### src/rtl/text_buffer_arbiter_pkg.sv
// text_pkg: shared definitions for the VGA text-buffer arbiter slice.
//   - default geometry (DEF_COLS x DEF_ROWS cells, DEF_CHAR_W-bit codes)
//   - arbiter state encoding
//   - addr_width(): cell-address width for a given geometry
// Optional feature macro used by this slice: TEXT_BUFFER_CURSOR_EN.
package text_pkg;

    localparam int unsigned DEF_COLS   = 32;
    localparam int unsigned DEF_ROWS   = 16;
    localparam int unsigned DEF_CHAR_W = 7;

    typedef enum logic [0:0] {
        ST_IDLE  = 1'b0,
        ST_CLEAR = 1'b1
    } state_e;

    // Address is {row, col}; both dimensions are powers of two.
    function automatic int unsigned addr_width(input int unsigned cols, input int unsigned rows);
        return $clog2(cols) + $clog2(rows);
    endfunction

endpackage

### src/rtl/text_buffer_arbiter_if.sv
// text_buffer_arbiter_if: display-read, writer and clear-control signals
// between the VGA front end (master) and the text-buffer arbiter (slave).
//   rd_req/rd_col/rd_row -> rd_valid/rd_data   display cell read
//   wr_valid/wr_col/wr_row/wr_char <-> wr_ready writer handshake
//   clr_start -> busy                          full-buffer clear
//   TEXT_BUFFER_CURSOR_EN adds wr_auto, cur_col, cur_row.
interface text_buffer_arbiter_if
    import text_pkg::*;
#(
    parameter int unsigned COLS   = DEF_COLS,
    parameter int unsigned ROWS   = DEF_ROWS,
    parameter int unsigned CHAR_W = DEF_CHAR_W
);
    localparam int unsigned CW = $clog2(COLS);
    localparam int unsigned RW = $clog2(ROWS);

    logic              rd_req;
    logic [CW-1:0]     rd_col;
    logic [RW-1:0]     rd_row;
    logic              rd_valid;
    logic [CHAR_W-1:0] rd_data;
    logic              wr_valid;
    logic              wr_ready;
    logic [CW-1:0]     wr_col;
    logic [RW-1:0]     wr_row;
    logic [CHAR_W-1:0] wr_char;
    logic              clr_start;
    logic              busy;
`ifdef TEXT_BUFFER_CURSOR_EN
    logic              wr_auto;
    logic [CW-1:0]     cur_col;
    logic [RW-1:0]     cur_row;

    modport master (
        output rd_req, rd_col, rd_row, wr_valid, wr_col, wr_row, wr_char, clr_start, wr_auto,
        input  rd_valid, rd_data, wr_ready, busy, cur_col, cur_row
    );
    modport slave (
        input  rd_req, rd_col, rd_row, wr_valid, wr_col, wr_row, wr_char, clr_start, wr_auto,
        output rd_valid, rd_data, wr_ready, busy, cur_col, cur_row
    );
`else
    modport master (
        output rd_req, rd_col, rd_row, wr_valid, wr_col, wr_row, wr_char, clr_start,
        input  rd_valid, rd_data, wr_ready, busy
    );
    modport slave (
        input  rd_req, rd_col, rd_row, wr_valid, wr_col, wr_row, wr_char, clr_start,
        output rd_valid, rd_data, wr_ready, busy
    );
`endif

endinterface

### src/rtl/text_buffer_arbiter_ram.sv
// text_ram: single-port character-cell RAM, synchronous read with 1-cycle
// latency, write-first when read and write coincide.
//   clk, rst   clock; rst clears only the output register, never the array
//   re         read enable; rdata updates only on re, otherwise holds
//   we         write enable
//   addr       cell address
//   wdata      data to store
//   rdata      registered read data
module text_ram #(
    parameter int unsigned DEPTH = 512,
    parameter int unsigned AW    = 9,
    parameter int unsigned DW    = 7
) (
    input  logic          clk,
    input  logic          rst,
    input  logic          re,
    input  logic          we,
    input  logic [AW-1:0] addr,
    input  logic [DW-1:0] wdata,
    output logic [DW-1:0] rdata
);

    logic [DW-1:0] mem [DEPTH];

    // Storage array: contents survive reset.
    always_ff @(posedge clk) begin
        if (we) begin
            mem[addr] <= wdata;
        end
    end

    // Read port register.
    always_ff @(posedge clk) begin
        if (rst) begin
            rdata <= '0;
        end else if (re) begin
            rdata <= we ? wdata : mem[addr];
        end
    end

endmodule

### src/rtl/text_buffer_arbiter.sv
// text_buffer_arbiter: shares the single-port text buffer between the
// display scan (reads), a clear engine and a character writer.
// Fixed priority per cycle: display read > clear write > writer write.
//   clk   pixel clock
//   rst   synchronous active-high reset (RAM contents are kept)
//   bus   text_buffer_arbiter_if.slave: rd_*, wr_*, clr_start, busy
// Optional: TEXT_BUFFER_CURSOR_EN adds an auto-advancing write cursor
// (bus.wr_auto input, bus.cur_col/bus.cur_row outputs).
module text_buffer_arbiter
    import text_pkg::*;
#(
    parameter int unsigned COLS   = DEF_COLS,
    parameter int unsigned ROWS   = DEF_ROWS,
    parameter int unsigned CHAR_W = DEF_CHAR_W
) (
    input  logic                 clk,
    input  logic                 rst,
    text_buffer_arbiter_if.slave bus
);

    localparam int unsigned CW    = $clog2(COLS);
    localparam int unsigned RW    = $clog2(ROWS);
    localparam int unsigned AW    = addr_width(COLS, ROWS);
    localparam int unsigned DEPTH = COLS * ROWS;

    localparam logic [AW-1:0] LAST_ADDR = AW'(DEPTH - 1);

    localparam logic [0:0] IDLE  = 1'(ST_IDLE);
    localparam logic [0:0] CLEAR = 1'(ST_CLEAR);

    logic [0:0]        state_q, state_d;
    logic [AW-1:0]     sweep_q, sweep_d;
    logic              busy_q;
    logic              rd_valid_q;

    logic              wr_ready_c;
    logic              wr_fire_c;
    logic              clr_wr_c;
    logic              clr_done_c;
    logic [AW-1:0]     rd_addr_c;
    logic [AW-1:0]     wr_addr_c;

    logic              ram_re;
    logic              ram_we;
    logic [AW-1:0]     ram_addr;
    logic [CHAR_W-1:0] ram_wdata;
    logic [CHAR_W-1:0] ram_rdata;

    // Writer is only served on otherwise idle cycles; a clr_start cycle
    // refuses it so the clear sees a consistent buffer.
    assign wr_ready_c = !rst && (state_q == IDLE) && !bus.rd_req && !bus.clr_start;
    assign wr_fire_c  = bus.wr_valid && wr_ready_c;

    // Clear writes only on cycles the display leaves free.
    assign clr_wr_c   = !rst && (state_q == CLEAR) && !bus.rd_req;
    assign clr_done_c = clr_wr_c && (sweep_q == LAST_ADDR);

    assign rd_addr_c  = {bus.rd_row, bus.rd_col};

`ifdef TEXT_BUFFER_CURSOR_EN
    logic [AW-1:0] cur_q;

    assign wr_addr_c = bus.wr_auto ? cur_q : {bus.wr_row, bus.wr_col};

    // Cursor walks row-major and wraps from the last cell to (0,0).
    always_ff @(posedge clk) begin
        if (rst) begin
            cur_q <= '0;
        end else if (clr_done_c) begin
            cur_q <= '0;
        end else if (wr_fire_c && bus.wr_auto) begin
            cur_q <= cur_q + AW'(1);
        end
    end

    assign bus.cur_col = cur_q[CW-1:0];
    assign bus.cur_row = cur_q[AW-1:CW];
`else
    assign wr_addr_c = {bus.wr_row, bus.wr_col};
`endif

    // Next state, sweep counter and RAM port selection.
    always_comb begin
        state_d   = state_q;
        sweep_d   = sweep_q;
        ram_re    = 1'b0;
        ram_we    = 1'b0;
        ram_addr  = rd_addr_c;
        ram_wdata = '0;

        case (state_q)
            IDLE: begin
                if (bus.clr_start && !rst) begin
                    state_d = CLEAR;
                end
            end
            CLEAR: begin
                if (clr_wr_c) begin
                    sweep_d = sweep_q + AW'(1);
                    if (sweep_q == LAST_ADDR) begin
                        state_d = IDLE;
                    end
                end
            end
            default: begin
                state_d = IDLE;
            end
        endcase

        if (bus.rd_req) begin
            ram_re = 1'b1;
        end else if (clr_wr_c) begin
            ram_we   = 1'b1;
            ram_addr = sweep_q;
        end else if (wr_fire_c) begin
            ram_we    = 1'b1;
            ram_addr  = wr_addr_c;
            ram_wdata = bus.wr_char;
        end
    end

    // State and registered outputs.
    always_ff @(posedge clk) begin
        if (rst) begin
            state_q    <= IDLE;
            sweep_q    <= '0;
            busy_q     <= 1'b0;
            rd_valid_q <= 1'b0;
        end else begin
            state_q    <= state_d;
            sweep_q    <= sweep_d;
            busy_q     <= (state_d == CLEAR);
            rd_valid_q <= bus.rd_req;
        end
    end

    text_ram #(
        .DEPTH (DEPTH),
        .AW    (AW),
        .DW    (CHAR_W)
    ) u_ram (
        .clk   (clk),
        .rst   (rst),
        .re    (ram_re),
        .we    (ram_we),
        .addr  (ram_addr),
        .wdata (ram_wdata),
        .rdata (ram_rdata)
    );

    assign bus.rd_valid = rd_valid_q;
    assign bus.rd_data  = ram_rdata;
    assign bus.busy     = busy_q;
    assign bus.wr_ready = wr_ready_c;

endmodule

### src/flat_wrapper.sv
// flat-port wrapper written by rule: the top's interface ports become plain ports
module text_buffer_arbiter_flat import text_pkg::*;
#(
    parameter int unsigned COLS   = DEF_COLS,
    parameter int unsigned ROWS   = DEF_ROWS,
    parameter int unsigned CHAR_W = DEF_CHAR_W
)
  (clk, rst, bus_rd_req, bus_rd_col, bus_rd_row, bus_wr_valid, bus_wr_col, bus_wr_row, bus_wr_char, bus_clr_start, bus_rd_valid, bus_rd_data, bus_wr_ready, bus_busy);
  text_buffer_arbiter_if #(.COLS(COLS), .ROWS(ROWS), .CHAR_W(CHAR_W)) bus_i ();
  input  logic clk;
  input  logic rst;
  input wire logic [$bits(bus_i.rd_req)-1:0] bus_rd_req;
  input wire logic [$bits(bus_i.rd_col)-1:0] bus_rd_col;
  input wire logic [$bits(bus_i.rd_row)-1:0] bus_rd_row;
  input wire logic [$bits(bus_i.wr_valid)-1:0] bus_wr_valid;
  input wire logic [$bits(bus_i.wr_col)-1:0] bus_wr_col;
  input wire logic [$bits(bus_i.wr_row)-1:0] bus_wr_row;
  input wire logic [$bits(bus_i.wr_char)-1:0] bus_wr_char;
  input wire logic [$bits(bus_i.clr_start)-1:0] bus_clr_start;
  output wire logic [$bits(bus_i.rd_valid)-1:0] bus_rd_valid;
  output wire logic [$bits(bus_i.rd_data)-1:0] bus_rd_data;
  output wire logic [$bits(bus_i.wr_ready)-1:0] bus_wr_ready;
  output wire logic [$bits(bus_i.busy)-1:0] bus_busy;
  assign bus_i.rd_req = bus_rd_req;
  assign bus_i.rd_col = bus_rd_col;
  assign bus_i.rd_row = bus_rd_row;
  assign bus_i.wr_valid = bus_wr_valid;
  assign bus_i.wr_col = bus_wr_col;
  assign bus_i.wr_row = bus_wr_row;
  assign bus_i.wr_char = bus_wr_char;
  assign bus_i.clr_start = bus_clr_start;
  assign bus_rd_valid = bus_i.rd_valid;
  assign bus_rd_data = bus_i.rd_data;
  assign bus_wr_ready = bus_i.wr_ready;
  assign bus_busy = bus_i.busy;
  text_buffer_arbiter #(.COLS(COLS), .ROWS(ROWS), .CHAR_W(CHAR_W)) u_core (.clk(clk), .rst(rst), .bus(bus_i));
endmodule
### config.mk
export PLATFORM = sky130hd
export DESIGN_NAME = text_buffer_arbiter_flat
export DESIGN_NICKNAME = d
export VERILOG_FILES = /design/src/rtl/text_buffer_arbiter_pkg.sv /design/src/rtl/text_buffer_arbiter_if.sv /design/src/rtl/text_buffer_arbiter_ram.sv /design/src/rtl/text_buffer_arbiter.sv /design/src/flat_wrapper.sv
export SDC_FILE = /design/constraint.sdc
export NUM_CORES = 2
export LEC_CHECK = 0
export ABC_AREA = 1
export BUFFER_PORTS_ARGS = -buffer_cell sky130_fd_sc_hd__buf_2
export CORE_MARGIN = 4
export CORE_UTILIZATION = 45
export DETAILED_ROUTE_END_ITERATION = 12
export PLACE_DENSITY_LB_ADDON = 0.15
export SYNTH_ARGS = -nofsm -noshare
export SYNTH_HDL_FRONTEND = slang
export SYNTH_HIERARCHICAL = 1
export SYNTH_SLANG_ARGS = --single-unit
export TNS_END_PERCENT = 30
### constraint.sdc
create_clock -name clk -period 25.1 [get_ports clk]
set_input_delay 3.765 -clock clk [delete_from_list [all_inputs] [get_ports clk]]
set_output_delay 3.765 -clock clk [all_outputs]
set_load 0.02 [all_outputs]
# Word level (Yosys, flattened, before mapping)

Memories as Yosys holds them, arrays and structs flattened. A register that Yosys moved wholly into a read port is not among the register bits.
Index checks and enable logic that the tools add are counted.

Muxes and demuxes: 16
Reduce and logical (&&, ||, !) cells: 11
Add/subtract/negate cells: 1
Equal/unequal tests: 1
Bitwise logic cells: 1

Operator list:

| cell                                         | count |
|---|---|
| two-way mux 9 bit                            | 3 |
| two-way mux 7 bit                            | 3 |
| adder 9 x 1 -> 9 bit (second input constant) | 1 |
| equality test 9 bit (second input constant)  | 1 |
| two-way mux 1 bit                            | 9 |
| logical AND 1 bit                            | 7 |
| logical NOT 1 bit                            | 3 |
| case mux 1 bit (2 select lines)              | 1 |
| AND reduction 2 bit                          | 1 |
| NOT 1 bit                                    | 1 |

Bits in registers: 11
Logic and storage cells: 34
Input bits: 30
Memories: 1
Output and inout bits: 10
Memory bits (writable): 3584

Memories:

| name             | depth | bits a word | rd ports | clocked after memory_dff | wr ports | RTL line                      | RTL |
|---|---|---|---|---|---|---|---|
| u_core.u_ram.mem | 512   | 7           | 1        | 1                        | 1        | text_buffer_arbiter_ram.sv:23 | `logic [DW-1:0] mem [DEPTH];` |

# Logic depth before layout (Yosys ltp)

Depth in word-level cells: 10
Depth in mapped cells: 27
Depth with buffers taken out: 22

# Hierarchy

Netlist, hierarchy kept.

Modules (own cells, without submodules):

| module              | instances | cells each | seq. area each (um^2) | area an instance (um^2) |
|---|---|---|---|---|
| text_ram            | 1         | 13897      | 107763.4              | 148738.9 |
| text_buffer_arbiter | 1         | 138        | 220.2                 | 854.6 |

# Worst setup path after synthesis

Ideal clock, no wire load.

Path type: input port to flip-flop
Start point: in bus_rd_req
End point: mem u_core.u_ram.mem[0][0] (data pin)
Required time: 22.519 ns
Arrival time: 15.958 ns
Library setup time: 2.581 ns
Setup slack: 6.562 ns
Buffers on the path: 1
Cell stages on the path: 4
Cell sequence: inv_2 nand4_2 buf_2 nor2_1

Cells in the longest elaborated chain, start to end: 7
Elaborated cells between the ends (all ways): 8
Those cells by class: mux (3); reduce/logical (5)

Ends and longest elaborated chain:

| what                            | RTL line                                             | RTL |
|---|---|---|
| start: declaration              | flat_wrapper.sv:12                                   | `input wire logic [$bits(bus_i.rd_req)-1:0] bus_rd_req;` |
| logical NOT 1 bit               | text_buffer_arbiter.sv:51, text_buffer_arbiter.sv:55 |  |
| logical AND 1 bit (2 in series) | text_buffer_arbiter.sv:51                            | `assign wr_ready_c = !rst && (state_q == IDLE) && !bus.rd_req && !bus.clr_start;` |
| logical AND 1 bit               | text_buffer_arbiter.sv:52                            | `assign wr_fire_c = bus.wr_valid && wr_ready_c;` |
| two-way mux 7 bit               | text_buffer_arbiter.sv:115                           | `end else if (wr_fire_c) begin` |
| two-way mux 7 bit               | text_buffer_arbiter.sv:112                           | `end else if (clr_wr_c) begin` |
| two-way mux 7 bit (*)           | text_buffer_arbiter.sv:110                           | `if (bus.rd_req) begin` |
| named net u_core.ram_wdata[0]   | text_buffer_arbiter.sv:46                            | `logic [CHAR_W-1:0] ram_wdata;` |
| end: declaration                | text_buffer_arbiter_ram.sv:23                        |  |

Mark *: on every way through the listed nets, which the timed path passes. The rest lies on a longest branch.

# Worst setup path after layout

Start point: in rst
End point: reg u_core.u_ram.rdata[3] (read register of u_core.u_ram.mem)

Cells in the longest elaborated chain, start to end: 8
Elaborated cells between the ends (all ways): 10
Those cells by class: mux (3); reduce/logical (7)

Ends and longest elaborated chain:

| what                            | RTL line                                             | RTL |
|---|---|---|
| start: declaration              | flat_wrapper.sv:11                                   | `input logic rst;` |
| logical NOT 1 bit (*)           | text_buffer_arbiter.sv:51, text_buffer_arbiter.sv:55 |  |
| logical AND 1 bit (3 in series) | text_buffer_arbiter.sv:51                            |  |
| logical AND 1 bit               | text_buffer_arbiter.sv:52                            |  |
| two-way mux 9 bit               | text_buffer_arbiter.sv:115                           |  |
| two-way mux 9 bit (*)           | text_buffer_arbiter.sv:112                           |  |
| two-way mux 9 bit (*)           | text_buffer_arbiter.sv:110                           |  |
| named net u_core.ram_addr[0]    | text_buffer_arbiter.sv:45                            | `logic [AW-1:0] ram_addr;` |
| end: declaration                | text_buffer_arbiter_ram.sv:20                        | `output logic [DW-1:0] rdata` |

Marked as above.
A chain may end at the register's enable or synchronous reset.

==> impl_table.tex <==
\begin{tabular}{lr}
\hline
Metric & Value \\
\hline
\multicolumn{2}{l}{\textbf{Synth}} \\
\quad Mean cell area of the mapped netlist & 10.7 sq um \\
\quad Share of flip-flops with an asynchronous set or reset & 0 \\
\quad Yosys warnings & 6 \\
\quad Arithmetic-cell share of the synthesized area counting full adders, half adders and majority gates & 0.000167 \\
\quad Unique cell type count in the Yosys netlist & 31 \\
\quad Primary FF master, synth & sky130\_fd\_sc\_hd\_\_edfxtp\_1 \\
\quad Number of storage elements in the synthesis netlist & 3602 \\
\quad Combinational family with the most area after synthesis & simple AND/OR/NAND/NOR gates \\
\quad Xor and xnor area share after synthesis & 0 \\
\quad Multiplexer fraction of the synthesized cell area & 0 \\
\quad Compound-cell area share of the yosys netlist & 0.00166 \\
\quad Synthesized Nets & 14100 \\
\quad Simple-gate area share of the yosys netlist & 0.250 \\
\quad Cell area after synthesis & 150000 sq um \\
\quad Count of flip-flops with a built-in enable after synthesis & 3584 \\
\quad Number of cells produced by synthesis & 14000 \\
\quad Fraction of the yosys area taken by sequential cells & 0.722 \\
\multicolumn{2}{l}{\textbf{Routing}} \\
\quad Routed wirelength normalized by instance count & 24.4 microns \\
\quad Iteration-0 DRC count of the detailed router & 11400 \\
\quad DRT antenna net count & 0 \\
\quad Via total after detailed routing & 102000 \\
\quad Total iterations of the first detailed-routing run & 6 \\
\quad Final routed wirelength across all metal layers & 451 mm \\
\quad Routed via count divided by cell count & 5.51 \\
\quad Residual DRC & 0 \\
\multicolumn{2}{l}{\textbf{Worst setup path}} \\
\quad Arrival time reported for the critical path endpoint & 11.14 ns \\
\quad Capture point of the worst reg-to-reg path & u\_core/u\_ram/rdata[6]\$\_SDFFE\_PP0P\_ \\
\quad Critical Path End Type & flip-flop \\
\quad FF-to-FF path depth & 25 \\
\quad Worst setup slack for register-to-register paths & 17.63 ns \\
\quad Max Fanout on Critical Path & 106 \\
\quad Worst EP required & 25.96 ns \\
\quad Critical R2R Launch & u\_core/bus.busy\$\_SDFF\_PP0\_ \\
\quad Crit Path Category & input pin to flip-flop \\
\quad Crit start category & input pin \\
\multicolumn{2}{l}{\textbf{Placed design}} \\
\quad Number of I/O port buffers & 39 \\
\quad GP Congestion & 0.857 \\
\quad Final HPWL from detailed placement & 250 mm \\
\multicolumn{2}{l}{\textbf{STA}} \\
\quad Tmin final & 10.28 ns \\
\quad Worst-margin pin slew & 1.15 ns \\
\quad Final worst-path cycle share & 0.410 \\
\quad RSZ-0062 raised after global routing & no \\
\quad Headroom to the max-slew limit & 0.235 \\
\quad Layout Skew & 0.0335 ns \\
\quad Final setup vio count & 0 \\
\quad Pins over their slew limit & 0 \\
\quad Max frequency & 97.3 MHz \\
\quad Number of failing hold endpoints at the final stage & 0 \\
\quad Sum of negative setup slack & 0 ns \\
\multicolumn{2}{l}{\textbf{Pwr}} \\
\quad Overall power after layout & 12.6 mW \\
\quad Power density over cell area & 76.6 nW/um\^{}2 \\
\quad P\_leak & 69.3 nW \\
\quad Pint & 9.72 mW \\
\quad Sequential power share & 0.518 \\
\quad Switching power & 2.92 mW \\
\quad VDD IR max & 48.4 uV \\
\quad Sw Share & 0.231 \\
\quad Share of total power in the clock network & 0.424 \\
\quad Combinational share of power & 0.058 \\
\multicolumn{2}{l}{\textbf{Hold path}} \\
\quad Count of cells along the worst hold path & 1 \\
\quad Endpoint with the worst hold slack & u\_core/sweep\_q[0]\$\_SDFFE\_PP0P\_ \\
\quad Kind of path behind the tightest hold check & flip-flop to flip-flop \\
\quad Startpoint of the tightest hold check path & u\_core/sweep\_q[0]\$\_SDFFE\_PP0P\_ \\
\multicolumn{2}{l}{\textbf{Clock network}} \\
\quad Maximum count of clock buffers along a single path & 4 \\
\quad CTS clock-pin slew for the worst setup and hold paths & 0.06 ns \\
\quad Post-CTS setup repair buffer count & 0 \\
\quad TritonCTS clock tree & done \\
\quad Sinks on the clock net & 3602 \\
\quad Num CTS Buffers & 378 \\
\quad Max H-tree Level & 5 \\
\quad Number of buffers added to fix hold violations after cts & 0 \\
\quad Clock latency on the worst-skew pair & 0.93 ns \\
\quad CTS root buf & sky130\_fd\_sc\_hd\_\_clkbuf\_16 \\
\quad CTS-repair resized insts & 0 \\
\multicolumn{2}{l}{\textbf{Die}} \\
\quad Die area & 342000 sq um \\
\quad Effective utilization at floorplan & 0.452 \\
\quad Top-level I/O count & 40 \\
\quad Placeable core region & 331000 sq um \\
\quad Number of placement rows & 211 \\
\quad Die Wd & 585 microns \\
\quad Die Height & 585 microns \\
\multicolumn{2}{l}{\textbf{GRT}} \\
\quad Maximum number of pins on one net before global-route repair & 191 \\
\quad Via count of the first global-routing pass & 97700 \\
\quad Global-route wire length before repair & 661 mm \\
\quad Global-route usage over all layers & 0.258 \\
\quad Overall overflow remaining after global route & 0 \\
\quad Number of antenna violations at the first check in global routing & 21 \\
\multicolumn{2}{l}{\textbf{Layout}} \\
\quad Fraction of final layout cells sized beyond drive strength 1 & 0.0535 \\
\quad Commonest non-fill, non-tap cell in the layout & sky130\_fd\_sc\_hd\_\_nand2\_1 \\
\quad Area growth from synthesis to final layout & 10.3\% \\
\quad Leading cell types in the layout, fill and taps excluded & sky130\_fd\_sc\_hd\_\_nand2\_1 (7375), sky130\_fd\_sc\_hd\_\_edfxtp\_1 (3584), sky130\_fd\_sc\_hd\_\_nor2\_1 (1046), sky130\_fd\_sc\_hd\_\_nand3\_1 (761), sky130\_fd\_sc\_hd\_\_clkbuf\_16 (385) \\
\quad Net count, final & 13900 \\
\quad Number of filler instances in the final layout & 29500 \\
\multicolumn{2}{l}{\textbf{Job}} \\
\quad Maximum capacitance violations & 0 \\
\multicolumn{2}{l}{\textbf{Status}} \\
\quad Outcome & finished, final reports clean \\
\hline
\end{tabular}
==> sequential cells by signal, indices dropped and copies added, names as in the netlist <==
signal               cells
u_core/u_ram/mem      3584
u_core/bus.busy          1
u_core/u_ram/rdata       7
u_core/bus.rd_valid      1
u_core/sweep_q           9
==> cell type report <==
class / instances / area, sq um / share of cell area
repair buffers: 209 / 1730 / 0.0105
clock buffers: 479 / 10000 / 0.0606
flip-flops and latches: 3602 / 108000 / 0.654
clock inverters: 189 / 1650 / 0.0100
diodes: 6 / 15.0 / 0.0000910
multi-input cells: 9553 / 37900 / 0.229
inverters: 77 / 335 / 0.00203
well taps: 4366 / 5460 / 0.0331
==> cells in the mapped netlist, types with 2 or more instances <==
cell	n	area [sq um]
sky130_fd_sc_hd__clkbuf_1	299	1120
sky130_fd_sc_hd__buf_2	430	2150
sky130_fd_sc_hd__o22ai_1	2	12.5
sky130_fd_sc_hd__a21oi_1	14	70.1
sky130_fd_sc_hd__nand4_1	264	1650
sky130_fd_sc_hd__nand3b_1	5	37.5
sky130_fd_sc_hd__buf_4	22	165
sky130_fd_sc_hd__nor2_2	8	50.1
sky130_fd_sc_hd__o21ai_0	24	120
sky130_fd_sc_hd__inv_4	2	12.5
sky130_fd_sc_hd__nand2_2	4	25.0
sky130_fd_sc_hd__clkinv_1	8	30.0
sky130_fd_sc_hd__nor3_2	2	20.0
sky130_fd_sc_hd__buf_1	48	180
sky130_fd_sc_hd__edfxtp_1	3584	108000
sky130_fd_sc_hd__nand2_1	7389	27700
sky130_fd_sc_hd__inv_2	10	37.5
sky130_fd_sc_hd__buf_6	3	33.8
sky130_fd_sc_hd__nand3_1	762	3810
sky130_fd_sc_hd__dfxtp_1	18	360
sky130_fd_sc_hd__nor2_1	1057	3970
sky130_fd_sc_hd__inv_1	57	214
sky130_fd_sc_hd__nor3_1	6	30.0
sky130_fd_sc_hd__ha_1	2	25.0
sky130_fd_sc_hd__o21ai_1	9	45.0
==> worst max path at each step <==
stage / startpoint / endpoint / slack [ns] / cells after the start
finish: rst / u_core/u_ram/rdata[3]$_SDFFE_PP0P_ / 14.82 / 26
CTS: rst / u_core/u_ram/rdata[3]$_SDFFE_PP0P_ / 14.97 / 26
global placement: rst / u_core/u_ram/rdata[0]$_SDFFE_PP0P_ / 14.02 / 25
global route: rst / u_core/u_ram/rdata[3]$_SDFFE_PP0P_ / 14.37 / 26
detailed placement: rst / u_core/u_ram/rdata[3]$_SDFFE_PP0P_ / 13.97 / 26
floorplan: bus_rd_req / u_core/u_ram/mem[0][0]$_DFFE_PP_ / 6.56 / 4
==> kinds of logic (layout without fill, tap and decap cells) <==
kind of cell	count (synthesis)	count (layout)
compound gates	49	49
fa+ha+maj	2	2
buf+inv	880	954
flops	3602	3602
other cells	0	6
simple gates	9502	9502
==> per-stage QoR <==
step / utilization / cells / hold WS (ns) / setup slack, ns / instance area (sq um)
floorplan: - / 14000 / 0.454 / 6.56 / 150000
global route: 0.499 / 18500 / 0.538 / 14.37 / 165000
detailed placement: 0.464 / 17800 / 0.489 / 13.97 / 153000
finish: 0.499 / 18500 / 0.502 / 14.82 / 165000
CTS: 0.499 / 18500 / 0.499 / 14.97 / 165000
global placement: 0.464 / 17800 / 0.485 / 14.02 / 153000
==> power by group through the flow <==
stage                     logic (mW)  registers [mW]  clock network, mW
final                          0.732            6.55               5.36
after detailed placement       0.723            6.67                  0
after global placement         0.722            6.67                  0
after global routing           0.773            6.54               5.71
after floorplan                0.427            6.69                  0
after CTS                      0.724            6.55               5.45
==> critical path: stages <==
cell and delay (ns):
sky130_fd_sc_hd__buf_2 0.45, sky130_fd_sc_hd__nor2_2 0.09, sky130_fd_sc_hd__nand4_2 0.52, sky130_fd_sc_hd__nand3_1 0.25, sky130_fd_sc_hd__nand3_4 0.41, sky130_fd_sc_hd__buf_4 0.46
sky130_fd_sc_hd__buf_4 0.68, sky130_fd_sc_hd__buf_4 0.69, sky130_fd_sc_hd__buf_4 0.57, sky130_fd_sc_hd__buf_12 0.43, sky130_fd_sc_hd__buf_4 0.74, sky130_fd_sc_hd__nand3_1 0.19
sky130_fd_sc_hd__nand3_1 0.14, sky130_fd_sc_hd__nand2_1 0.05, sky130_fd_sc_hd__nand2_1 0.14, sky130_fd_sc_hd__nor2_1 0.05, sky130_fd_sc_hd__nor2_1 0.08, sky130_fd_sc_hd__buf_4 0.23
sky130_fd_sc_hd__nor2_1 0.10, sky130_fd_sc_hd__nand2_1 0.07, sky130_fd_sc_hd__nor2_1 0.05, sky130_fd_sc_hd__nand2_1 0.26, sky130_fd_sc_hd__nor2_1 0.16, sky130_fd_sc_hd__nand2_1 0.10
sky130_fd_sc_hd__nand2_1 0.06, sky130_fd_sc_hd__a21oi_1 0.12
==> per-layer routing <==
metal / track usage / wire length [microns] / up-vias
li1: - / - / 46300
met5: 0 / 46 / -
met3: 0.0406 / 38100 / 660
met4: 0.0774 / 14200 / 8
met1: 0.370 / 191000 / 50400
met2: 0.408 / 207000 / 4321
Note: power is estimated with default switching activity, not from simulation.
